## config.mk

```make
export PLATFORM = sky130hd
export DESIGN_NAME = fetch_stage
export DESIGN_NICKNAME = d
export VERILOG_FILES = /design/src/rtl/fetch_stage.sv
export SDC_FILE = /design/constraint.sdc
export NUM_CORES = 1
export LEC_CHECK = 0
export CAP_MARGIN = 15
export CELL_PAD_IN_SITES_DETAIL_PLACEMENT = 1
export CELL_PAD_IN_SITES_GLOBAL_PLACEMENT = 1
export CORE_UTILIZATION = 43
export CTS_BUF_LIST = sky130_fd_sc_hd__clkbuf_2
export CTS_CLUSTER_DIAMETER = 150
export DETAILED_ROUTE_END_ITERATION = 8
export GPL_ROUTABILITY_DRIVEN = 0
export GPL_TIMING_DRIVEN = 0
export PLACE_DENSITY = 0.88
export SYNTH_ARGS = -nofsm -noshare
export SYNTH_HDL_FRONTEND = slang
export SYNTH_SLANG_ARGS = --single-unit
```

## constraint.sdc

```tcl
create_clock -name clk -period 10.2 [get_ports clk]
set_input_delay 3.06 -clock clk [delete_from_list [all_inputs] [get_ports clk]]
set_output_delay 3.06 -clock clk [all_outputs]
set_load 0.01 [all_outputs]
```

## src/rtl/fetch_stage.sv

```systemverilog
// fetch_stage: instruction fetch. Owns the PC, issues single-outstanding word reads on the
//   instruction bus, buffers returned words and presents them to decode in program order.
// Latency: gnt in cycle N, rvalid in N+1, dec_valid in N+2; 1 instr/cycle sustained on a zero-wait bus.
// Backpressure: dec_ready low holds the head entry stable; issue stops once buffered + in-flight
//   words would exceed BUF_DEPTH (a pop in the same cycle frees a slot).
// Optional feature macro: FETCH_MISALIGN_TRAP_EN -- a misaligned PC produces one faulting NOP
//   entry and halts fetch until the next redirect; otherwise PC bits [1:0] are ignored.
// Ports: clk, rst (async, active-high)
//        next_pc_en/next_pc/bubble_fetch            from pipeline control
//        ibus_req/ibus_addr -> ibus_gnt/ibus_rvalid/ibus_rdata   instruction bus
//        dec_valid/dec_inst/dec_pc/dec_fault -> dec_ready        decode
module fetch_stage #(
  parameter logic [31:0] RESET_ADDR = 32'h0000_0000,
  parameter int          BUF_DEPTH  = 2
) (
  input  logic        clk,
  input  logic        rst,
  input  logic        next_pc_en,
  input  logic [31:0] next_pc,
  input  logic        bubble_fetch,
  output logic        ibus_req,
  output logic [31:0] ibus_addr,
  input  logic        ibus_gnt,
  input  logic        ibus_rvalid,
  input  logic [31:0] ibus_rdata,
  output logic        dec_valid,
  input  logic        dec_ready,
  output logic [31:0] dec_inst,
  output logic [31:0] dec_pc,
  output logic        dec_fault
);
  localparam int PTR_W = $clog2(BUF_DEPTH);
  localparam int CNT_W = PTR_W + 1;
  localparam int OCC_W = CNT_W + 1;
  localparam logic [OCC_W-1:0] DEPTH_OCC = OCC_W'(BUF_DEPTH);
  localparam logic [31:0]      NOP       = 32'h0000_0013;

  logic [31:0]      pc_q, pc_d;
  logic             out_q, out_d;        // one bus read in flight
  logic             drop_q, drop_d;      // in-flight read belongs to a flushed path
  logic [31:0]      req_addr_q, req_addr_d;
  logic [PTR_W-1:0] rd_ptr_q, rd_ptr_d, wr_ptr_q, wr_ptr_d;
  logic [CNT_W-1:0] count_q, count_d;
  logic [31:0]      inst_q [BUF_DEPTH];
  logic [31:0]      inst_d [BUF_DEPTH];
  logic [31:0]      epc_q  [BUF_DEPTH];
  logic [31:0]      epc_d  [BUF_DEPTH];
`ifdef FETCH_MISALIGN_TRAP_EN
  logic             fault_q [BUF_DEPTH];
  logic             fault_d [BUF_DEPTH];
  logic             halt_q, halt_d;
  logic             fault_push;
  logic             push_fault;
`endif

  logic             pop, rsp, push_bus, push, gnt_take, space, issue_ok;
  logic [OCC_W-1:0] occ;
  logic [31:0]      push_inst, push_pc;

  assign ibus_addr = {pc_q[31:2], 2'b00};
  assign dec_valid = (count_q != '0) & ~bubble_fetch;
  assign dec_inst  = inst_q[rd_ptr_q];
  assign dec_pc    = epc_q[rd_ptr_q];
`ifdef FETCH_MISALIGN_TRAP_EN
  assign dec_fault = fault_q[rd_ptr_q];
`else
  assign dec_fault = 1'b0;
`endif

  always_comb begin
    // A redirect flushes the buffer, so a coincident pop is void.
    pop      = dec_valid & dec_ready & ~next_pc_en;
    // rvalid only means something while our request is in flight; stale ones after reset are ignored.
    rsp      = ibus_rvalid & out_q;
    push_bus = rsp & ~drop_q & ~next_pc_en;
    // Buffered + in-flight words, crediting this cycle's pop so depth 2 still streams 1/cycle.
    occ      = OCC_W'(count_q) + OCC_W'(out_q) - OCC_W'(pop);
    space    = occ < DEPTH_OCC;
    issue_ok = (~out_q | rsp) & space & ~next_pc_en;
`ifdef FETCH_MISALIGN_TRAP_EN
    issue_ok   = issue_ok & (pc_q[1:0] == 2'b00);
    // Wait for the bus to go quiet so the fault entry lands in program order.
    fault_push = (pc_q[1:0] != 2'b00) & ~halt_q & ~out_q & space & ~next_pc_en;
`endif
  end

  assign ibus_req = issue_ok & ~rst;
  assign gnt_take = ibus_req & ibus_gnt;

  always_comb begin
    pc_d       = pc_q;
    out_d      = out_q;
    drop_d     = drop_q;
    req_addr_d = req_addr_q;
    rd_ptr_d   = rd_ptr_q;
    wr_ptr_d   = wr_ptr_q;
    count_d    = count_q;
    inst_d     = inst_q;
    epc_d      = epc_q;
    push       = push_bus;
    push_inst  = ibus_rdata;
    push_pc    = req_addr_q;
`ifdef FETCH_MISALIGN_TRAP_EN
    fault_d    = fault_q;
    halt_d     = halt_q;
    push_fault = 1'b0;
    if (fault_push) begin
      push       = 1'b1;
      push_inst  = NOP;
      push_pc    = pc_q;
      push_fault = 1'b1;
      halt_d     = 1'b1;
    end
`endif
    if (rsp) begin
      out_d  = 1'b0;
      drop_d = 1'b0;
    end
    if (gnt_take) begin
      out_d      = 1'b1;
      req_addr_d = ibus_addr;
      pc_d       = pc_q + 32'd4;
    end
    if (push) begin
      inst_d[wr_ptr_q] = push_inst;
      epc_d[wr_ptr_q]  = push_pc;
`ifdef FETCH_MISALIGN_TRAP_EN
      fault_d[wr_ptr_q] = push_fault;
`endif
      wr_ptr_d = wr_ptr_q + PTR_W'(1);
    end
    if (next_pc_en) begin
      pc_d     = next_pc;
      count_d  = '0;
      rd_ptr_d = wr_ptr_q;
      // Keep out_q set so no new request goes out before the orphaned response returns.
      if (out_q & ~ibus_rvalid) drop_d = 1'b1;
`ifdef FETCH_MISALIGN_TRAP_EN
      halt_d = 1'b0;
`endif
    end else begin
      count_d = count_q + CNT_W'(push) - CNT_W'(pop);
      if (pop) rd_ptr_d = rd_ptr_q + PTR_W'(1);
    end
  end

  always_ff @(posedge clk or posedge rst) begin
    if (rst) begin
      pc_q       <= RESET_ADDR;
      out_q      <= 1'b0;
      drop_q     <= 1'b0;
      req_addr_q <= RESET_ADDR;
      rd_ptr_q   <= '0;
      wr_ptr_q   <= '0;
      count_q    <= '0;
      for (int i = 0; i < BUF_DEPTH; i++) begin
        inst_q[i] <= NOP;
        epc_q[i]  <= RESET_ADDR;
`ifdef FETCH_MISALIGN_TRAP_EN
        fault_q[i] <= 1'b0;
`endif
      end
`ifdef FETCH_MISALIGN_TRAP_EN
      halt_q <= 1'b0;
`endif
    end else begin
      pc_q       <= pc_d;
      out_q      <= out_d;
      drop_q     <= drop_d;
      req_addr_q <= req_addr_d;
      rd_ptr_q   <= rd_ptr_d;
      wr_ptr_q   <= wr_ptr_d;
      count_q    <= count_d;
      inst_q     <= inst_d;
      epc_q      <= epc_d;
`ifdef FETCH_MISALIGN_TRAP_EN
      fault_q <= fault_d;
      halt_q  <= halt_d;
`endif
    end
  end
endmodule

```

==> impl_metrics.py, run 1 <==
metrics = {
    "routing": {
        "drt_iter0_drc": 280,
        "dr.pass1.iters": 4,
        "drcViolationCount": 0,
        "via_per_inst": 5.358,
        "wl_um": 22660,
        "dr_total_vias": 6279,
        "wl_per_cell_um": 19.33,
        "ant_nets": 0,
    },
    "synthesis": {
        "async_flop_share_pct": 100.0,
        "ys_warn_count": 0,
        "ys_seq_elements": 190,
        "seq_area_frac_synth_pct": 55.06,
        "synth_area_sq_um": 8648,
        "synth-edff-count": 0,
        "postSynthCellCount": 707,
        "synthFlopType": "dfrtp_1",
        "syn_area_per_cell_sq_um": 12.23,
        "synth_cell_types": 44,
    },
    "status": {
        "status": "completed",
    },
    "global_route": {
        "gr-total-overflow": 0,
        "antenna_found_initial": 1,
        "grt_start_max_net_pins": 131,
        "grt_pass1_vias": 6749,
        "track_usage_pct": 23.37,
        "grt_pass1_wl_um": 36460,
    },
    "pwr": {
        "vdd_drop_max_mv": 0.08261,
        "leakage_nw": 4.977,
        "power_density_nw_per_um2": 234.6,
    },
    "timing": {
        "fin_crit_ns": 9.835,
        "fmax_mhz": 101.7,
        "period_share_pct": 96.42,
        "setup-violations-final": 0,
        "slew_headroom_pct": 51.91,
        "rsz0062_at_grt": "no",
        "hold_viol": 0,
        "final.setup.worst_slack_ns": 0.3648,
        "fin_skew_ns": 0.03779,
        "tightest_slew_ns": 0.7186,
        "finalMaxSlewViolations": 0,
    },
    "place": {
        "dp_hpwl_um": 16250,
        "numPortBuffers": 162,
        "pre_cts_ws_ns": 0.4353,
        "dp_cells": 1139,
    },
    "setup_path": {
        "cp-end-kind": "output port",
        "criticalPathCategory": "primary input to output port",
        "cpPeakStageDelay_ns": 0.63,
        "worstPathCellList": "clkdlybuf4s50_1, clkbuf_1, clkbuf_1, nor2_1, ha_1, nand2b_1, fa_1, xor2_1, nor4_1, clkdlybuf4s50_1",
        "worstPathRequired_ns": 7.14,
        "arrival_ns": 6.78,
        "critPathLaunchType": "primary input",
        "crit_fanout": 10,
        "crit_slowest_cell": "clkdlybuf4s50_1",
    },
    "clocking": {
        "root_buffer": "clkbuf_2",
        "postCtsResizedCells": 0,
        "cts_tree": "done",
        "hold_buffers": 0,
        "clk_latency_ns": 0.76,
        "postCtsSetupRepairBufs": 0,
        "cts_buffers": 17,
        "clkSlewWorstSetupHoldPaths_ns": 0.22,
        "cts.sinks": 190,
        "cts_buffer_depth": 2,
        "htree_num_levels": 4,
    },
    "floorplanning": {
        "die_w_um": 143.8,
        "start_util_pct": 44.15,
        "io-pin-count": 170,
        "std_cell_rows": 51,
        "die_area_sq_um": 20680,
        "coreArea_sq_um": 19590,
        "die_y_um": 143.8,
    },
    "flow_run": {
        "drv_cap": 0,
    },
    "final_layout": {
        "post-route-util_pct": 55.64,
        "syn_to_final_growth_pct": 26.03,
        "instances_no_fill": 1172,
        "layout.nets": 969,
        "drive_gt1_share_pct": 28.26,
    },
    "hold_path": {
        "hold_class": "flip-flop to flip-flop",
    },
}
[worst max-delay path, delay by kind of cell]
family	cells	cell delay, ns
xor gates and xnor gates	1	0.18
adders and majority gates	2	0.68
buffers and inverters	4	2.11
and+or+nand+nor	3	0.74
[worst paths after layout]
| path | start | to | slack, ns | cells after the start |
|---|---|---|---|---|
| max | next_pc_en | ibus_req | 0.36 | 10 |
| min | epc_q[45]$_DFFE_PP0P_ | epc_q[45]$_DFFE_PP0P_ | 0.53 | 1 |
| max reg2reg | count_q[1]$_DFF_PP0_ | push_pc[12]$_DFFE_PP0P_ | 6.69 | 14 |
| min reg2reg | epc_q[45]$_DFFE_PP0P_ | epc_q[45]$_DFFE_PP0P_ | 0.53 | 1 |
| max in group asynchronous | rst | inst_q[48]$_DFFE_PP0P_ | 6.45 | 3 |
| min in group asynchronous | rst | pc_q[6]$_DFFE_PP0P_ | 2.76 | 2 |
[Yosys cell counts, types with 2 or more instances]
cell type | count | area (sq um)
buf_4 | 6 | 45.04
xor2_1 | 3 | 26.28
xnor2_1 | 3 | 26.28
nand4_4 | 2 | 42.54
a22oi_1 | 3 | 22.52
and3_1 | 2 | 12.51
o311ai_1 | 2 | 17.52
o211ai_1 | 8 | 60.06
clkbuf_2 | 2 | 10.01
clkbuf_1 | 22 | 82.58
a21oi_1 | 7 | 35.03
or3_1 | 2 | 12.51
a21o_1 | 2 | 15.01
o21ai_0 | 24 | 120.1
nand4b_1 | 2 | 17.52
nor2b_1 | 5 | 31.28
a31oi_1 | 4 | 25.02
a32oi_1 | 2 | 17.52
nor3_1 | 3 | 15.01
ha_1 | 4 | 50.05
dfrtp_1 | 184 | 4604
nand2b_1 | 5 | 31.28
o311ai_0 | 7 | 61.31
and4_1 | 2 | 17.52
nor4_4 | 2 | 42.54
buf_2 | 15 | 75.07
nor4_1 | 3 | 18.77
nand2_1 | 116 | 435.4
nand4_1 | 12 | 75.07
nor2_1 | 20 | 75.07
inv_1 | 5 | 18.77
nand3b_1 | 5 | 37.54
a221o_1 | 3 | 30.03
nand3_1 | 16 | 80.08
dfstp_2 | 6 | 157.7
mux2_2 | 187 | 2106
and2_1 | 4 | 25.02
[final cells by class]
type | count | area [sq um]
Timing Repair Buffer | 163 | 1649
Clock inverter | 14 | 155.1
Inverter | 5 | 26.28
Fill cell | 2086 | 8691
Antenna cell | 1 | 2.502
Buffer | 45 | 212.7
Tap cell | 265 | 331.6
Multi-Input combinational cell | 471 | 3670
Clock buffer | 18 | 90.09
Sequential cell | 190 | 4762
[report_power, final]
group	switching, mW	internal [mW]
Combinational	0.379	0.612
Sequential	0.156	1.02
Clock	0.273	0.119
Total	0.809	1.75
[cells in the final DEF, fill, tap and decap left out, types with 4 or more instances in the layout]
cell type and count:
a21oi_1 7, a31oi_1 4, and2_1 4, buf_2 15, buf_4 6, clkbuf_1 22, clkbuf_2 20, clkdlybuf4s50_1 162
conb_1 5, dfrtp_1 184, dfstp_2 6, ha_1 4, inv_1 4, inv_6 5, mux2_2 187, nand2_1 116
nand2b_1 5, nand3_1 16, nand3b_1 5, nand4_1 12, nor2_1 20, nor2b_1 5, o211ai_1 8, o21ai_0 24
o311ai_0 7
[logic make-up (layout without fill, tap and decap cells)]
kind of cell             count (synthesis)  in the layout  share of synthesized area [%]
XOR/XNOR                                 6              6                         0.6077
buffers and inverters                   50            245                          2.676
AND/OR/NAND/NOR                        204            204                          11.56
adder cells (fa/ha/maj)                  5              5                         0.8102
AO/OA/AOI/OAI                           63             63                          4.774
multiplexers                           188            188                          24.46
flip-flops                             190            190                          55.06
other                                    1              6                        0.04336
[state kept, by name, summed over array words and instances (netlist names), named ones only]
register  count
wr_ptr_q      1
out_q         1
epc_q        60
inst_q       64
rd_ptr_q      1
pc_q         30
push_pc      30
count_q       2
[per-stage QoR]
step	TNS [ns]	power [mW]	hold slack (ns)	area, sq um
floorplan	0	1.695	0.4584	8663
global placement	-103.34	2.137	0.4792	10620
detailed placement	0	2.196	0.4883	10650
CTS	0	2.593	0.5384	10900
global route	0	2.715	0.5605	10900
finish	0	2.557	0.5341	10900
[per-layer routing]
metal	vias to the layer above	track usage (%)	share of wire (%)	wire length, um
li1	2864	-	-	-
met1	3182	30.80	44	9984
met2	198	38.22	48	10900
met3	35	3.965	5.5	1241
met4	0	9.518	2.3	529
met5	-	0	0	0
Note: power is estimated with default switching activity, not from simulation.
==> run 2, diff against run 1 <==
Settings changed: CTS_CLUSTER_SIZE set to 25.
==> results of run 2 <==
No change in the layout: final DEF, timing and power equal those of run 1.
